===== src/rtl/nibble_adder_scheduler.sv =====
// ============================================================================
// Module   : nibble_adder_scheduler
// Purpose  : Two-requester round-robin front end sharing one 4-bit add slice
//            to perform WIDTH-bit additions serially, LSB nibble first.
// Revision : 1.0 - initial release
// ============================================================================
`default_nettype none

module nibble_adder_scheduler #(
  parameter int WIDTH = 16
) (
  input  logic             clk,
  input  logic             rst,
  input  logic             req0_valid,
  output logic             req0_ready,
  input  logic [WIDTH-1:0] req0_a,
  input  logic [WIDTH-1:0] req0_b,
  input  logic             req1_valid,
  output logic             req1_ready,
  input  logic [WIDTH-1:0] req1_a,
  input  logic [WIDTH-1:0] req1_b,
  output logic             res_valid,
  input  logic             res_ready,
  output logic [WIDTH:0]   res_sum,
  output logic             res_id,
  output logic             busy
);

  localparam int NIB = WIDTH / 4;
  localparam int CW  = (NIB > 1) ? $clog2(NIB) : 1;
  localparam logic [CW-1:0] C_LAST_NIB = CW'(NIB - 1);

  typedef enum logic [1:0] {
    IDLE = 2'd0,
    RUN  = 2'd1,
    DONE = 2'd2
  } state_t;

  state_t           r_state;
  state_t           w_next;
  logic             r_last_grant;
  logic             r_carry;
  logic             r_id;
  logic             r_msb;
  logic [CW-1:0]    r_cnt;
  logic [WIDTH-1:0] r_a;
  logic [WIDTH-1:0] r_b;
  logic [WIDTH-1:0] r_sum_lo;
  logic             w_grant0;
  logic             w_grant1;
  logic             w_take;
  logic [CW+1:0]    w_base;
  logic [4:0]       w_nib;

  // On a tie the requester that did not win last time is granted.
  always_comb begin
    w_grant0 = req0_valid && (!req1_valid || r_last_grant);
    w_grant1 = req1_valid && (!req0_valid || !r_last_grant);
  end

  always_comb begin
    w_base = {r_cnt, 2'b00};
    w_nib  = {1'b0, r_a[w_base +: 4]} + {1'b0, r_b[w_base +: 4]} + {4'b0000, r_carry};
  end

  always_ff @(posedge clk or posedge rst) begin
    if (rst) begin
      r_state <= IDLE;
    end else begin
      r_state <= w_next;
    end
  end

  always_comb begin
    w_next = r_state;
    w_take = 1'b0;
    case (r_state)
      IDLE: begin
        if (w_grant0 || w_grant1) begin
          w_take = 1'b1;
          w_next = RUN;
        end
      end
      RUN: begin
        if (r_cnt == C_LAST_NIB) begin
          w_next = DONE;
        end
      end
      DONE: begin
        if (res_ready) begin
          w_next = IDLE;
        end
      end
      default: w_next = IDLE;
    endcase
  end

  always_ff @(posedge clk or posedge rst) begin
    if (rst) begin
      r_last_grant <= 1'b1;
      r_carry      <= 1'b0;
      r_id         <= 1'b0;
      r_msb        <= 1'b0;
      r_cnt        <= '0;
      r_a          <= '0;
      r_b          <= '0;
      r_sum_lo     <= '0;
    end else if (w_take) begin
      r_a          <= w_grant0 ? req0_a : req1_a;
      r_b          <= w_grant0 ? req0_b : req1_b;
      r_id         <= w_grant1;
      r_last_grant <= w_grant1;
      r_carry      <= 1'b0;
      r_cnt        <= '0;
    end else if (r_state == RUN) begin
      r_sum_lo[w_base +: 4] <= w_nib[3:0];
      r_carry               <= w_nib[4];
      r_cnt                 <= r_cnt + 1'b1;
      if (r_cnt == C_LAST_NIB) begin
        r_msb <= w_nib[4];
      end
    end
  end

  // Readies are gated by rst so they drop the instant reset is asserted.
  assign req0_ready = !rst && (r_state == IDLE) && w_grant0;
  assign req1_ready = !rst && (r_state == IDLE) && w_grant1;
  assign res_valid  = (r_state == DONE);
  assign busy       = (r_state != IDLE);
  assign res_sum    = {r_msb, r_sum_lo};
  assign res_id     = r_id;

endmodule

`default_nettype wire


===== config.mk =====
export PLATFORM = sky130hd
export DESIGN_NAME = nibble_adder_scheduler
export DESIGN_NICKNAME = d
export VERILOG_FILES = /design/src/rtl/nibble_adder_scheduler.sv
export SDC_FILE = /design/constraint.sdc
export NUM_CORES = 1
export LEC_CHECK = 0
export BUFFER_PORTS_ARGS = -buffer_cell sky130_fd_sc_hd__clkbuf_2
export CAP_MARGIN = 10
export CORE_UTILIZATION = 40
export DETAILED_ROUTE_END_ITERATION = 12
export HOLD_SLACK_MARGIN = 0.02
export PLACE_DENSITY = 0.68
export SYNTH_ARGS = -nofsm -noshare
export SYNTH_HDL_FRONTEND = slang
export SYNTH_SLANG_ARGS = --single-unit

===== constraint.sdc =====
create_clock -name clk -period 4.9 [get_ports clk]
set_clock_uncertainty 0.2 [all_clocks]
set_input_delay 0.49 -clock clk [delete_from_list [all_inputs] [get_ports clk]]
set_output_delay 0.49 -clock clk [all_outputs]
set_load 0.02 [all_outputs]

# Yosys cells after proc, flatten, opt, wreduce, memory -nomap -nowiden
# Cells that the tools add are included.
# Widths: inputs -> output; s select.
dict set report totals {
  in_bits 69
  memories 0
  ramBits 0
  latch_bits 0
  elab_cells 55
  regBits 56
  mem_bits_ro 0
}
dict set report op_classes {
  n_mul 0
  n_reduce_logical 18
  div_mod_pow 0
  bitwise_logic 1
  eq_ne 6
  shift 4
  addsub 4
  mux 13
  n_lt_le_gt_ge 0
}
# operator n
set op_table {}
lappend op_table {{$mux 16} 2}
lappend op_table {{$shiftx 16x5->4} 2}
lappend op_table {{$bwmux 16} 1}
lappend op_table {{$shift 4x6->16 const A} 1}
lappend op_table {{$shiftx 4x6->16} 1}
lappend op_table {{$mux 2} 5}
lappend op_table {{$neg 4->6} 1}
lappend op_table {{$pmux 2 s3} 1}
lappend op_table {{$reduce_and 3->1} 2}
lappend op_table {{$add 4x4->5} 1}
lappend op_table {{$add 5x1->5} 1}
lappend op_table {{$logic_and 1x1->1} 5}
lappend op_table {{$eq 2x2->1 const B} 2}
lappend op_table {{$logic_not 1->1} 4}
lappend op_table {{$mux 1} 4}
lappend op_table {{$ne 2x2->1 const B} 2}
lappend op_table {{$reduce_bool 2->1} 2}
lappend op_table {{$logic_or 1x1->1} 3}
lappend op_table {{$add 2x1->2 const B} 1}
lappend op_table {{$eq 2x1->1 const B} 1}
lappend op_table {{$logic_not 2->1} 1}
lappend op_table {{$ne 2x1->1 const B} 1}
lappend op_table {{$reduce_and 2->1} 1}
lappend op_table {{$not 1->1} 1}

# Depth between registers and ports, before layout
dict set report depth {
  depth_word 8
  mapped_depth 7
  depth_no_buf 6
}

# Worst setup path before layout
# OpenSTA, ideal clock, no wires.
dict set report synth_path {
  path_type {register -> register}
  start {register r_cnt[0]}
  end {register r_carry}
  n_path_buf 1
  setup_slack_ns 2.064
  path_stages_with_launch 8
  required_time_ns 4.572
  t_arrival_ns 2.509
  cell_sequence {dfrtp_1 > buf_2 > mux4_2 > fa_1 > fa_1 > a21o_1 > a21oi_1 > o22ai_1}
}
dict set report synth_between {
  elab_chain_len 5
  word_cells_on_any_way 6
  cone_classes {2 x add/sub; 2 x shift; 2 x mux}
}
# item line_no
set synth_rtl {}
lappend synth_rtl {{start, declared} 45} ;# logic [CW-1:0] r_cnt;
lappend synth_rtl {{start signal, assigned} 118} ;# r_cnt <= r_cnt + 1'b1;
lappend synth_rtl {{$shiftx 16x5->4} 63} ;# w_nib = {1'b0, r_a[w_base +: 4]} + {1'b0, r_b[w_base +: 4]} + {4'b0000, r_carry};
lappend synth_rtl {{$add 4x4->5 *} 63}
lappend synth_rtl {{$add 5x1->5 *} 63}
lappend synth_rtl {{$mux 1 *} 115} ;# end else if (r_state == RUN) begin
lappend synth_rtl {{$mux 1 *} 108} ;# end else if (w_take) begin
lappend synth_rtl {{end signal, assigned} 117} ;# r_carry <= w_nib[4];
lappend synth_rtl {{end, declared} 42} ;# logic r_carry;
# Every way passes the cells marked *; elsewhere a longest branch is shown, timed or not. The select of a mux whose other input is x is not followed.
# A chain may end at the register's enable or synchronous reset.

# Worst setup path after layout
dict set report layout_path {
  start {register r_cnt[0]}
  end {register r_sum_lo[2]}
}
dict set report layout_between {
  elab_chain_len 5
  word_cells_on_any_way 8
  cone_classes {3 x add/sub; 4 x shift; 1 x mux}
}
# item line_no
set layout_rtl {}
lappend layout_rtl {{$shiftx 16x5->4} 63}
lappend layout_rtl {{$add 4x4->5} 63}
lappend layout_rtl {{$add 5x1->5} 63}
lappend layout_rtl {{$shiftx 4x6->16} 116} ;# r_sum_lo[w_base +: 4] <= w_nib[3:0];
lappend layout_rtl {{$bwmux 16 *} 116}
lappend layout_rtl {{end signal, assigned by index} 116}
lappend layout_rtl {{end, declared} 48} ;# logic [WIDTH-1:0] r_sum_lo;
# Every way passes the cells marked *; elsewhere a longest branch is shown, timed or not.

==> results.json <==
{
  "status": "finished, final reports clean",
  "cts_buffer_depth": 2,
  "critPathLaunchType": "register",
  "setup_ws_ns": 1.78,
  "power_mw": 2.44,
  "regToRegEndpoint": "r_sum_lo[2]",
  "antenna_found_initial": 0,
  "synth_top_area_share_pct": 44.5,
  "grtUsageTotal_pct": 18.3,
  "grt_pass1_vias": 2504,
  "drcViolationCount": 0,
  "grt_pass1_wl_um": 12000,
  "ios": 91,
  "drive_gt1_share_pct": 31.0,
  "grt_max_degree": 65,
  "holdBufCountCts": 0,
  "hold_viol": 0,
  "drt-total-wl_um": 7160,
  "peakVddDrop_v": 0.000240,
  "final_cells": 470,
  "synth_cells": 300,
  "dp.cells": 461,
  "grt_overflow": 0,
  "start_util_pct": 41.9,
  "r2r_cells": 5,
  "crit_type": "reg2reg",
  "area_growth_pct": 18.0,
  "syn_area_per_cell_um2": 10.3,
  "clkTransAtPathRegs_ns": 0.10,
  "die_h_um": 89.9,
  "synth_cell_types": 36,
  "timing.final.crit_share_pct": 63.8,
  "crit_fanout": 16,
  "antennaDiodeCount": 0,
  "tightest_slew_ns": 1.10,
  "die_area_um2": 8080,
  "end_kind": "register",
  "fin_crit_ns": 3.12,
  "p_leak_nw": 1.62,
  "viasPerCell": 5.53,
  "fillers": 715,
  "power_density_nw_per_um2": 669,
  "yosysTopAreaCell": "dfrtp_1",
  "first_iter_violations": 168,
  "rsz0062_at_grt": "no",
  "hpwl_um": 5190,
  "num_rows": 31,
  "first_pass_iters": 4,
  "cts_setup_buffers": 0,
  "synth_area_leaders": "dfrtp_1 45%, nand3b_1 7.8%, a31oi_1 6.9%, mux4_2 5.8%, a21oi_1 5.7%",
  "port_buffers": 90,
  "design_area_um2": 3650,
  "crit_required_ns": 4.94,
  "setup_violations": 0,
  "clk_latency_ns": 0.30,
  "r2r-start": "r_cnt[0]",
  "vias": 2598,
  "dp_slack_ns": 1.74,
  "ys_warn_count": 0,
  "die_w_um": 89.9,
  "numCtsBuffers": 5,
  "root_buffer": "clkbuf_8",
  "hp-class": "in2async",
  "gp_congestion": 0.779,
  "cts_tree": "done",
  "cts_sinks": 56,
  "netlist_area_um2": 3090,
  "drv_cap": 0,
  "cp.arrival_ns": 3.17,
  "clock.fmax_ghz": 0.320,
  "ys_seq_area_share_pct": 45.4,
  "fin_nets": 450,
  "final_antenna_net_count": 0,
  "setup_tns_ns": 0,
  "ys_ff_latch": 56,
  "cts_resized": 0,
  "core_area_um2": 7370,
  "timing.reg2reg.setup_slack_ns": 1.78,
  "relSlewSlack_pct": 26.7,
  "htreeDepth": 2,
  "dpl_cell_area_um2": 3520,
  "syn_nets": 380,
  "final_max_slew_viol_count": 0,
  "wl_per_cell_um": 15.2
}
-- routing by layer --
metal / GRT usage [%] / part of all wire (%)
met2: 29.3 / 48
met5: 0 / 0
met3: 3.55 / 5.2
met1: 25.5 / 46
met4: 4.84 / 1.2
-- power breakdown --
| group | switching, mW | internal, mW |
|---|---|---|
| registers | 0.175 | 0.677 |
| clock network | 0.140 | 0.152 |
| logic | 0.737 | 0.559 |
-- cells by family (layout without fill, tap and decap cells) --
| kind of cell | after synthesis | count (layout) | synth area share [%] |
|---|---|---|---|
| buf+inv | 36 | 107 | 6.07 |
| mux | 8 | 8 | 5.83 |
| fa+ha+maj | 11 | 11 | 4.94 |
| xor+xnor | 1 | 1 | 0.283 |
| compound gates | 126 | 126 | 24.6 |
| simple gates | 62 | 62 | 12.9 |
| flops | 56 | 56 | 45.4 |
-- worst max path at each step --
stage | from | end | slack [ns] | cells past startpoint
after floorplan | r_cnt[0] | r_carry | 2.06 | 7
after global placement | r_cnt[0] | r_carry | 1.84 | 6
after detailed placement | r_cnt[0] | r_sum_lo[2] | 1.74 | 5
after CTS | r_cnt[0] | r_sum_lo[2] | 1.71 | 5
after global routing | r_cnt[0] | r_sum_lo[2] | 1.54 | 5
final | r_cnt[0] | r_sum_lo[2] | 1.78 | 5
-- cells in the final DEF (no fill, tap or decap), types with 2 or more instances in the layout --
| master | instances |
|---|---|
| a22o_1 | 13 |
| a21oi_1 | 35 |
| o21ai_0 | 33 |
| a32o_1 | 4 |
| clkbuf_2 | 90 |
| a211oi_1 | 2 |
| a31oi_1 | 34 |
| dfrtp_1 | 55 |
| inv_1 | 5 |
| fa_1 | 2 |
| clkbuf_8 | 5 |
| nor2_1 | 3 |
| nor4_1 | 3 |
| ha_1 | 9 |
| nand2_1 | 12 |
| mux4_2 | 8 |
| nor2b_1 | 2 |
| nand3b_1 | 32 |
| buf_4 | 2 |
-- metrics by stage --
step	hold WS, ns	util (%)
final	0.0678	49.5
after global routing	0.103	49.5
after CTS	0.230	49.2
after detailed placement	0.284	47.8
after global placement	0.279	47.8
after floorplan	0.271	-
-- final cells by class --
| cell class | instances | area [µm²] | share of cell area, % |
|---|---|---|---|
| Clock buffer | 6 | 72.6 | 1.99 |
| Sequential cell | 56 | 1400 | 38.5 |
| Multi-Input combinational cell | 208 | 1510 | 41.3 |
| Inverter | 6 | 22.5 | 0.617 |
| Clock inverter | 2 | 35.0 | 0.961 |
| Timing Repair Buffer | 93 | 485 | 13.3 |
| Tap cell | 99 | 124 | 3.40 |
-- cells in the mapped netlist --
cell type / count
inv_1: 6
xor2_1: 1
o22ai_1: 1
nor2_1: 4
and2_4: 1
clkbuf_1: 16
a21o_1: 1
o21bai_1: 1
and3b_1: 1
dfrtp_1: 55
fa_1: 2
buf_2: 3
a22o_1: 13
dfstp_2: 1
nand2b_1: 1
and3_1: 1
a31oi_1: 34
nand2_1: 12
buf_6: 6
nor2b_1: 3
nor4_1: 3
nor4bb_1: 1
o31ai_1: 1
mux4_2: 8
a211oi_1: 2
a21oi_1: 35
a32o_1: 4
ha_1: 9
buf_4: 1
a21bo_2: 1
or2_1: 1
o21ai_0: 33
buf_1: 4
nand3b_1: 32
nand3_1: 1
or3b_2: 1
-- state kept, by name, summed over array words and instances, names as in the netlist --
| signal | cells |
|---|---|
| r_msb | 1 |
| res_id | 1 |
| r_state | 2 |
| r_cnt | 2 |
| r_last_grant | 1 |
| r_b | 16 |
| r_carry | 1 |
| r_sum_lo | 16 |
| r_a | 16 |
-- worst max-delay path: stages (launching register included) --
cell and delay, ns:
dfrtp_1 0.83, mux4_2 0.62, fa_1 0.45, fa_1 0.42
xor2_1 0.36, a22o_1 0.19
Note: power is estimated with default switching activity, not from simulation.
